## src/rtl/mem_port_arbiter.sv

```systemverilog
// Arbitrates the core's fetch and data ports onto one single-ported memory bus,
// stalling the pipeline until every requested access has completed or timed out.
module mem_port_arbiter #(
   parameter int unsigned TIMEOUT = 255
) (
   input  logic        clk,
   input  logic        rst,
   input  logic        inst_ren,
   input  logic [31:0] inst_addr,
   output logic [31:0] inst_data,
   input  logic        mem_ren,
   input  logic        mem_wen,
   input  logic [31:0] mem_addr,
   input  logic [31:0] mem_dout,
   output logic [31:0] mem_din,
   output logic        stall,
   output logic        bus_req,
   output logic        bus_we,
   output logic [31:0] bus_addr,
   output logic [31:0] bus_wdata,
   input  logic        bus_ack,
   input  logic [31:0] bus_rdata,
   output logic        bus_err
);

   typedef enum logic [1:0] {IDLE, DATA, INST} state_t;

   localparam logic [15:0] CNT_LAST = 16'(TIMEOUT - 1);

   state_t      state_q, state_d;
   logic        inst_done_q, inst_done_d;
   logic        data_done_q, data_done_d;
   logic [15:0] cnt_q, cnt_d;
   logic        bus_req_q, bus_req_d;
   logic        bus_we_q, bus_we_d;
   logic [31:0] bus_addr_q, bus_addr_d;
   logic [31:0] bus_wdata_q, bus_wdata_d;
   logic [31:0] inst_data_q, inst_data_d;
   logic [31:0] mem_din_q, mem_din_d;
   logic        bus_err_q, bus_err_d;

   logic        data_req;
   logic        timed_out;
   logic [31:0] rdata;

   assign data_req  = mem_ren | mem_wen;
   assign stall     = (inst_ren & ~inst_done_q) | (data_req & ~data_done_q);
   assign timed_out = (cnt_q == CNT_LAST);
   // A timed-out access completes as if the memory returned zero.
   assign rdata     = bus_ack ? bus_rdata : 32'h0000_0000;

   // NOTE: every signal gets a default first, so no path can infer a latch.
   always_comb begin
      state_d     = state_q;
      cnt_d       = cnt_q;
      bus_req_d   = bus_req_q;
      bus_we_d    = bus_we_q;
      bus_addr_d  = bus_addr_q;
      bus_wdata_d = bus_wdata_q;
      inst_data_d = inst_data_q;
      mem_din_d   = mem_din_q;
      bus_err_d   = 1'b0;
      // The core advances on every non-stall edge, so both flags retire there.
      inst_done_d = stall ? inst_done_q : 1'b0;
      data_done_d = stall ? data_done_q : 1'b0;

      case (state_q)
         IDLE: begin
            cnt_d     = 16'd0;
            bus_req_d = 1'b0;
            // Data goes first: it belongs to the older instruction in MEM.
            if (data_req && !data_done_q) begin
               bus_addr_d  = mem_addr;
               bus_wdata_d = mem_dout;
               bus_we_d    = mem_wen;
               bus_req_d   = 1'b1;
               state_d     = DATA;
            end else if (inst_ren && !inst_done_q) begin
               bus_addr_d = inst_addr;
               bus_we_d   = 1'b0;
               bus_req_d  = 1'b1;
               state_d    = INST;
            end
         end
         DATA, INST: begin
            if (bus_ack || timed_out) begin
               if (state_q == DATA) begin
                  if (!bus_we_q) mem_din_d = rdata;
                  data_done_d = 1'b1;
               end else begin
                  inst_data_d = rdata;
                  inst_done_d = 1'b1;
               end
               bus_err_d = ~bus_ack;
               bus_req_d = 1'b0;
               cnt_d     = 16'd0;
               state_d   = IDLE;
            end else begin
               cnt_d = cnt_q + 16'd1;
            end
         end
         default: state_d = IDLE;
      endcase
   end

   // NOTE: sequential state uses non-blocking assignments only; the data
   // registers are reset too because they are visible outputs.
   always_ff @(posedge clk or negedge rst) begin
      if (!rst) begin
         state_q     <= IDLE;
         inst_done_q <= 1'b0;
         data_done_q <= 1'b0;
         cnt_q       <= 16'd0;
         bus_req_q   <= 1'b0;
         bus_we_q    <= 1'b0;
         bus_addr_q  <= 32'h0;
         bus_wdata_q <= 32'h0;
         inst_data_q <= 32'h0;
         mem_din_q   <= 32'h0;
         bus_err_q   <= 1'b0;
      end else begin
         state_q     <= state_d;
         inst_done_q <= inst_done_d;
         data_done_q <= data_done_d;
         cnt_q       <= cnt_d;
         bus_req_q   <= bus_req_d;
         bus_we_q    <= bus_we_d;
         bus_addr_q  <= bus_addr_d;
         bus_wdata_q <= bus_wdata_d;
         inst_data_q <= inst_data_d;
         mem_din_q   <= mem_din_d;
         bus_err_q   <= bus_err_d;
      end
   end

   assign bus_req   = bus_req_q;
   assign bus_we    = bus_we_q;
   assign bus_addr  = bus_addr_q;
   assign bus_wdata = bus_wdata_q;
   assign inst_data = inst_data_q;
   assign mem_din   = mem_din_q;
   assign bus_err   = bus_err_q;

endmodule

```

## config.mk

```make
export PLATFORM = sky130hd
export DESIGN_NAME = mem_port_arbiter
export DESIGN_NICKNAME = d
export VERILOG_FILES = /design/src/rtl/mem_port_arbiter.sv
export SDC_FILE = /design/constraint.sdc
export NUM_CORES = 1
export LEC_CHECK = 0
export BUFFER_PORTS_ARGS = -buffer_cell sky130_fd_sc_hd__buf_2
export CORE_ASPECT_RATIO = 0.7
export CORE_MARGIN = 10
export CORE_UTILIZATION = 35
export CTS_CLUSTER_DIAMETER = 150
export DETAILED_ROUTE_END_ITERATION = 10
export GPL_ROUTABILITY_DRIVEN = 1
export PLACE_DENSITY = 0.6
export SYNTH_ARGS = -nofsm -noshare
export SYNTH_HDL_FRONTEND = slang
export SYNTH_SLANG_ARGS = --single-unit
export TNS_END_PERCENT = 1
```

## constraint.sdc

```tcl
create_clock -name clk -period 1.95 [get_ports clk]
set_input_delay 0.39 -clock clk [delete_from_list [all_inputs] [get_ports clk]]
set_output_delay 0.39 -clock clk [all_outputs]
set_load 0.02 [all_outputs]
```

# Word-level counts from Yosys, hierarchy flattened
# Index checks and enable logic that the tools add are counted.
[op_classes]
n_addsub = 1
n_eq_ne = 5
mux = 25
bitwise_logic = 9
reduce_logical = 15
[ops]
columns = ["operator", "n"]
rows = [
  ["2-to-1 mux 32 bit", 3],
  ["one-hot mux 16 bit (2 select lines)", 1],
  ["adder 16 x 1 -> 16 bit, second input constant", 1],
  ["equality test 16 x 8 -> 1 bit, second input constant", 1],
  ["2-to-1 mux 16 bit", 1],
  ["2-to-1 mux 1 bit", 15],
  ["AND reduction 2 bit", 4],
  ["2-to-1 mux 2 bit", 3],
  ["inverter 1 bit", 5],
  ["one-hot mux 2 bit (2 select lines)", 1],
  ["AND reduction 4 bit", 1],
  ["nonzero test 2 bit", 2],
  ["inequality test 3 bit, second input constant", 1],
  ["AND reduction 3 bit", 1],
  ["bitwise AND 1 bit", 2],
  ["equality test 2 x 1 -> 1 bit, second input constant", 1],
  ["equality test 2 bit, second input constant", 1],
  ["logical AND 1 bit", 2],
  ["logical NOT 1 bit", 2],
  ["logical NOT 2 bit", 1],
  ["inequality test 2 bit, second input constant", 1],
  ["bitwise OR 1 bit", 2],
  ["one-hot mux 1 bit (2 select lines)", 1],
  ["OR reduction 2 bit", 1],
  ["logical OR 1 bit", 1],
]
[word_totals]
regBits = 151
inputBits = 134
word_cells = 66

# Depth between registers and ports, before layout
# Gate-level depths: netlist of the first run.
[depth]
ltp_word = 7
depth_mapped = 8
mapped_depth_nobuf = 6

# Worst setup path after synthesis of the first run
# Ideal clock, no wire load.
[synth_timing]
kind = "register -> register"
start = "register cnt_q[0]"
end = "register inst_data_q[22] (netlist: inst_data[22])"
setup_ps = 122
arrival_ps = 1638
t_required_ps = 1828
setup_slack_ps = 191
path_stages_with_launch = 8
path_buffers = 1
cell_sequence = "dfrtp_1 > inv_1 > ha_1 > nor3b_1 > a41o_2 > nand2_4 > buf_6 > a32o_1"
[synth_between]
elab_chain_len = 3
[synth_rtl]
columns = ["element", "line", "text"]
rows = [
  ["start: declaration", "33", "logic [15:0] cnt_q, cnt_d;"],
  ["start signal: assignment", "125", "cnt_q <= cnt_d;"],
  ["equality test 16 x 8 -> 1 bit", "48", "assign timed_out = (cnt_q == CNT_LAST);"],
  ["logical OR 1 bit", "86", "if (bus_ack || timed_out) begin"],
  ["AND reduction 3 bit (no line)", "--", ""],
  ["end signal: assignment", "130", "inst_data_q <= inst_data_d;"],
  ["end: declaration", "38", "logic [31:0] inst_data_q, inst_data_d;"],
]
# Every way passes these cells.
# A chain may end at the register's enable or synchronous reset.

# Worst setup path after layout of the first run
[layout_timing]
start = "register cnt_q[1]"
end = "register inst_data_q[31] (netlist: inst_data[31])"
# Same word-level chain as after synthesis.

==> flow_summary_export.csv, run 1 <==
group,metric,value,unit
status,status,"finished, final reports clean",
synth,synth_seq_cells,151,
floorplanning,initial_utilization,0.362,
setup_path,startpoint_type,"flip-flop",
final_layout,area_growth,35.8,%
synth,synth-edff-count,0,
setup_path,worst_setup_path_end_kind,"flip-flop",
setup_path,ff2ff_path_depth,5,
setup_path,crit_buf_inv,0,
setup_path,slowest_delay,0.43,ns
timing,setup_viol,0,
timing,final-hold-violation-count,0,
timing,clock_skew,0.00948,ns
timing,drv_slew,0,
global_routing,gr-usage-all-layers,0.164,
synth,synth_top_area_share,0.599,
final_layout,fin_util,0.492,
routing,drt_pass1_iterations,5,
routing,via_per_inst,5.16,
global_routing,antenna_found_initial,1,
floorplanning,fp.dieArea,0.0239,mm^2
placed_design,hpwl,15.2,mm
flow_run,drv_cap,0,
global_routing,grt_max_degree,66,
synth,avgSynthCellArea,12.9,um^2
synth,synth_largest_area_cell,"dfrtp_1",
setup_path,rrSetupSlack,0.09,ns
pwr,p_clk_frac,0.199,
routing,routed_wl,20.1,mm
floorplanning,placeableCoreArea,0.0174,mm^2
setup_path,crit_path_max_fanout,33,
pwr,ir_drop,776,uV
routing,drc,0,
pwr,p_leak,4.17,nW
clock_network,cts-buffers-inserted,17,
clock_network,h-tree-depth,4,
timing,fmax,538,MHz
routing,wl_per_cell,20.0,um
synth,syn_area,0.00631,mm^2
floorplanning,die_w,180,um
clock_network,clk_pin_slew,0.07,ns
synth,synthFlopType,"dfrtp_1",
clock_network,clock-root-buffer,"clkbuf_16",
timing,fin_crit,1.86,ns
floorplanning,pin_count,266,
pwr,p_int,8.95,mW
routing,ant_nets,0,
synth,synthDistinctLibCells,45,
routing,initialDrtViolationCount,340,
setup_path,r2r_end,"inst_data[31]",
timing,tightestPinTransition,0.685,ns
global_routing,grt_pass1_wl,31.5,mm
hold_path,hold_start,"mem_dout[1]",
clock_network,clock_path_buffers,2,
setup_path,cpLargestDelayFamily,"compound AO/OA/AOI/OAI gates",
synth,synth_nets,628,
setup_path,cp_cell_sequence,"ha_1 -> nor3b_2 -> a41o_2 -> nand2_4 -> a32o_1",
setup_path,required,2.25,ns
synth,async_flop_share,1.00,
placed_design,io_buffers,265,
timing,whs,0.193,ns
timing,period_share,0.953,
hold_path,whs_path_depth,2,
clock_network,cts.sinks,151,
clock_network,cts_tree,"done",
synth,synth_warnings,0,
setup_path,r2r-start,"cnt_q[1]",
timing,max_slew_margin,0.543,
setup_path,critical_path_class,"reg -> reg",
global_routing,overflow,0,
pwr,switching_share,0.418,
pwr,power_density,1800,mW/mm^2
hold_path,hold_path_end,"bus_wdata[1]",
hold_path,min_path_type,"in -> reg",
setup_path,critPathSlowestCell,"dfrtp_1",
clock_network,clock_latency,0.42,ns
timing,rsz0062_at_grt,"yes",
synth,synth_area_leaders,"dfrtp_1 (60%), a32o_1 (10%), mux2_2 (5.7%), mux2i_1 (5.2%), nand2_1 (2.8%)",
routing,dr_total_vias,5179,
floorplanning,row_count,40,
floorplanning,fp.dieH,132,um
pwr,total_power,15.4,mW
final_layout,drive_above_1_share,0.477,
pwr,p_switching,6.44,mW
synth,ys_seq_area_frac,0.599,
final_layout,final_nets,898,
synth,synthCells,488,
setup_path,arrival,2.16,ns
pwr,pwr-share-comb,0.459,
placed_design,gp_congestion,0.844,
pwr,p_seq_frac,0.342,
global_routing,grt_pass1_vias,5401,
==> stage by stage <==
step                instance area (um^2)  setup WS [ns]   TNS, ns  instances
floorplan                           6310          0.191         0        488
global placement                    7970          0.126         0        967
detailed placement                  7970         0.0492         0        967
CTS                                 8530        -0.0160   -0.0160       1000
global route                        8560       -0.00708  -0.00708       1002
finish                              8570         0.0910         0       1003
==> cell families after synthesis <==
kind of cell | count (synthesis) | share of synthesized area
muxes | 65 | 0.109
buffers and inverters | 42 | 0.0363
DFF | 151 | 0.599
AOI/OAI and AO/OA | 117 | 0.152
adders and majority gates | 6 | 0.0119
xor gates and xnor gates | 9 | 0.0125
and+or+nand+nor | 98 | 0.0791
==> power groups by stage <==
stage	logic, mW	registers (mW)	clock network [mW]
after global routing	7.63	5.42	3.30
final	7.06	5.26	3.07
after floorplan	2.86	6.86	0
after global placement	6.97	5.22	0
after CTS	7.16	5.27	3.14
after detailed placement	7.15	5.31	0
==> timing repair <==
| item | in CTS | in global routing |
|---|---|---|
| gates resized for setup | 0 | 2 |
| hold buffers | 1 | 0 |
| buffers inserted | 0 | 2 |
| endpoints found under the hold margin | 28 | 0 |
| endpoints found under the setup margin | 1 | 80 |
==> final cells by class <==
cell class,count,area [um^2]
sequential,151,3780
clock inverter,14,114
antenna,1,2.50
multi-input combinational,295,2350
clock buffer,18,439
fill,1584,8850
inverter,3,11.3
tap,231,289
timing repair buffer,290,1590
==> layout by cell type, fill, tap and decap left out, drive strengths merged, types with 3 or more instances in the layout <==
| master | netlist | final |
|---|---|---|
| nand2 | 49 | 49 |
| nand3 | 5 | 5 |
| ha | 6 | 6 |
| xor2 | 5 | 5 |
| xnor2 | 4 | 4 |
| inv | 3 | 9 |
| o21ai | 35 | 35 |
| clkbuf | 19 | 18 |
| nor2 | 14 | 14 |
| clkinv | 0 | 5 |
| mux2i | 33 | 33 |
| dfrtp | 151 | 151 |
| nor4 | 3 | 3 |
| a21oi | 5 | 5 |
| a32o | 66 | 66 |
| clkinvlp | 0 | 3 |
| mux2 | 32 | 32 |
| nor2b | 5 | 5 |
| nand4 | 5 | 5 |
| buf | 20 | 289 |
==> metal layers <==
metal | up-vias | track usage | share of wire
met3 | 7 | 0.0664 | 0.085
met2 | 202 | 0.265 | 0.47
met5 | - | 0 | 0
li1 | 2376 | - | -
met4 | 0 | 0.0341 | 0.0045
met1 | 2594 | 0.201 | 0.44
==> worst register-to-register path, stage by stage (launching register included) <==
cell and delay, ns:
dfrtp_1 0.43, ha_1 0.19, nor3b_2 0.22, a41o_2 0.31
nand2_4 0.26, a32o_1 0.34
==> worst max-delay path by stage <==
stage / startpoint / end / slack, ns / cells after the start
after floorplan: cnt_q[0] / inst_data[22] / 0.19 / 7
after global placement: cnt_q[1] / inst_data[19] / 0.13 / 5
after detailed placement: state_q[0] / cnt_q[15] / 0.05 / 7
after CTS: cnt_q[1] / inst_data[31] / -0.02 / 5
after global routing: cnt_q[1] / inst_data[31] / -0.007 / 5
final: cnt_q[1] / inst_data[31] / 0.09 / 5
==> synthesized netlist by cell type (2+ instances only) <==
cell type and n:
buf_6 7, nor4_1 2, nand2b_1 2, inv_1 3, mux2i_1 33, clkbuf_1 19, a32o_1 66, ha_1 6
a21oi_1 5, nand2_4 2, nor3_1 2, nand4_1 5, nand2_1 47, dfrtp_1 151, nand3_1 4, and4_1 2
or4_1 2, mux2_2 32, xnor2_1 4, nor2_1 14, o22ai_1 2, xor2_1 5, o31ai_1 2, buf_2 12
o21ai_0 35, nor2b_1 5
==> flip-flops by register name (all words and copies together) (netlist names) <==
signal / cells
bus_addr: 32
bus_wdata: 32
inst_data: 32
mem_din: 32
cnt_q: 16
state_q: 2
bus_err: 1
bus_req: 1
bus_we: 1
data_done_q: 1
inst_done_q: 1
Power figures use the tool's default switching activity.
==> run 2, diff against run 1 <==
--- a/config.mk
+++ b/config.mk
@@ -12,7 +12,7 @@
 export CTS_CLUSTER_DIAMETER = 150
 export DETAILED_ROUTE_END_ITERATION = 10
 export GPL_ROUTABILITY_DRIVEN = 1
-export PLACE_DENSITY = 0.6
+export PLACE_DENSITY = 0.62
 export SYNTH_ARGS = -nofsm -noshare
 export SYNTH_HDL_FRONTEND = slang
 export SYNTH_SLANG_ARGS = --single-unit
==> constraint.sdc (replaced) <==
create_clock -name clk -period 1.5 [get_ports clk]
set_input_delay 0.3 -clock clk [delete_from_list [all_inputs] [get_ports clk]]
set_output_delay 0.3 -clock clk [all_outputs]
set_load 0.02 [all_outputs]
==> run 2 against run 1 <==
Against the previous run:
- final cell count rose by 3.2%
- largest power group unchanged
- the flow now finishes with violations (setup timing)
- worst hold slack got worse by 0.082 ns
- clock skew rose by 0.00052 ns
- critical path type unchanged
- die area did not move
- largest cell class unchanged
- sequential share of layout area fell by 1.9 points
- first-iteration DRC count fell by 11%
==> flow_summary_export.csv, run 2 (synthesis gave the netlist of run 1 again) <==
group,metric,value,unit
final_layout,mostFrequentLayoutCell,"buf_2",
timing,fin_crit,1.68,ns
status,status,"finished, violations left",
setup_path,r2r_end,"inst_data[3]",
floorplanning,pin_count,266,
global_routing,grt_pass1_vias,5560,
timing,max_slew_margin,0.569,
global_routing,grt_max_degree,65,
final_layout,multi_input_area,0.00247,mm^2
setup_path,critPathCapture,"inst_data[3]",
setup_path,cp_cell_sequence,"inv_1 -> ha_1 -> nor3b_4 -> a41o_4 -> nand2_8 -> a32o_1",
floorplanning,fp.dieH,132,um
setup_path,arrival,1.98,ns
setup_path,crit_path_max_fanout,33,
clock_network,clk_pin_slew,0.06,ns
routing,initialDrtViolationCount,301,
pwr,power_density,2250,mW/mm^2
floorplanning,fp.dieArea,0.0239,mm^2
final_layout,ff_latch_area,0.00378,mm^2
placed_design,pre_cts_slack,-0.301,ns
setup_path,ff2ff_path_depth,6,
hold_path,hold_start,"mem_dout[23]",
timing,fmax,596,MHz
routing,wl_per_cell,18.3,um
timing,rsz0062_at_grt,"yes",
final_layout,fin_util,0.513,
floorplanning,die_w,180,um
status,violations,"setup timing",
pwr,total_power,20.1,mW
setup_path,critPathLaunch,"cnt_q[0]",
pwr,ir_drop,1020,uV
clock_network,cts.sinks,151,
clock_network,cts_tree,"done",
final_layout,final.fill_count,1527,
setup_path,slowest_delay,0.38,ns
setup_path,startpoint_type,"flip-flop",
timing,setup_viol,82,
timing,tightestPinTransition,0.646,ns
global_routing,grt_pass1_wl,30.1,mm
placed_design,io_buffers,265,
routing,dr_total_vias,5144,
clock_network,clock-root-buffer,"clkbuf_16",
setup_path,required,1.80,ns
global_routing,gr-usage-all-layers,0.154,
setup_path,critPathSlowestCell,"dfrtp_1",
setup_path,r2r-start,"cnt_q[0]",
timing,final-hold-violation-count,0,
final_layout,final_nets,931,
floorplanning,row_count,40,
timing,period_share,1.12,
routing,routed_wl,18.9,mm
final_layout,area_growth,41.7,%
hold_path,min_path_type,"in -> reg",
clock_network,h-tree-depth,4,
clock_network,clock_latency,0.41,ns
setup_path,worst_setup_path_end_kind,"flip-flop",
pwr,p_leak,4.36,nW
global_routing,antenna_found_initial,1,
clock_network,cts-buffers-inserted,17,
routing,drt_pass1_iterations,4,
floorplanning,placeableCoreArea,0.0174,mm^2
setup_path,critical_path_class,"reg -> reg",
placed_design,gp_congestion,0.813,
setup_path,rrSetupSlack,-0.18,ns
timing,fin_ws,-0.177,ns
placed_design,hpwl,14.5,mm
floorplanning,initial_utilization,0.362,
final_layout,drive_above_1_share,0.516,
clock_network,clock_path_buffers,2,
global_routing,overflow,0,
flow_run,drv_cap,0,
final_layout,layout_common_cells,"buf_2 (263), dfrtp_1 (151), a32o_1 (66), buf_4 (50), nand2_1 (44)",
routing,drc,0,
routing,via_per_inst,4.97,
timing,drv_slew,0,
routing,ant_nets,0,
timing,clock_skew,0.0100,ns
==> run 2: per-stage QoR <==
step                      TNS [ns]  hold WS, ns  cell area (um^2)  std cells
final                       -11.52        0.112              8940       1035
after global routing        -18.28       0.0969              8940       1035
after CTS                   -12.75       0.0914              8920       1034
after detailed placement    -21.66        0.138              8240       1000
after global placement      -17.32        0.135              8240       1000
after floorplan             -11.84      0.00441              6320        488
==> run 2: cell type report <==
type                       instances  share of cell area
timing repair buffer             323               0.208
inverter                           3             0.00126
sequential                       151               0.423
clock inverter                    10             0.00826
antenna                            1            0.000280
clock buffer                      21              0.0515
tap                              231              0.0323
multi-input combinational        295               0.276
==> run 2: where the power goes <==
group / total (mW) / switching, mW / internal, mW
logic: 9.42 / 5.55 / 3.87
registers: 6.82 / 0.941 / 5.88
clock network: 3.84 / 1.64 / 2.20
==> run 2: how the worst min path moves through the flow <==
stage / end / slack (ns) / depth (start not counted)
final: bus_wdata[23] / 0.11 / 2
after floorplan: bus_addr[0] / 0.004 / 0
after CTS: bus_wdata[23] / 0.09 / 2
after global routing: bus_wdata[15] / 0.1 / 2
after detailed placement: inst_data[13] / 0.14 / 1
after global placement: inst_data[13] / 0.14 / 1
==> run 2: worst max-delay path, delay by kind of cell (launching register included) <==
kind / cells / cell delay, ns
adder cells (fa/ha/maj): 1 / 0.15
AO/OA/AOI/OAI: 2 / 0.58
AND/OR/NAND/NOR: 2 / 0.37
flip-flops: 1 / 0.38
buffers and inverters: 1 / 0.06
==> run 2: what timing repair did <==
action | 4_1_cts | 5_1_grt
setup buffers | 2 | 0
hold buffers | 1 | 0
hold endpoints to repair | 151 | 0
resized for setup | 22 | 4
cloned | 0 | 0
pin swaps | 11 | 16
setup endpoints to repair | 114 | 110
==> run 2: per-layer routing <==
layer | share of wire | up-vias | global-route usage
li1 | - | 2436 | -
met2 | 0.50 | 191 | 0.253
met5 | 0 | - | 0
met3 | 0.086 | 13 | 0.0697
met1 | 0.41 | 2504 | 0.181
met4 | 0.0092 | 0 | 0.0373
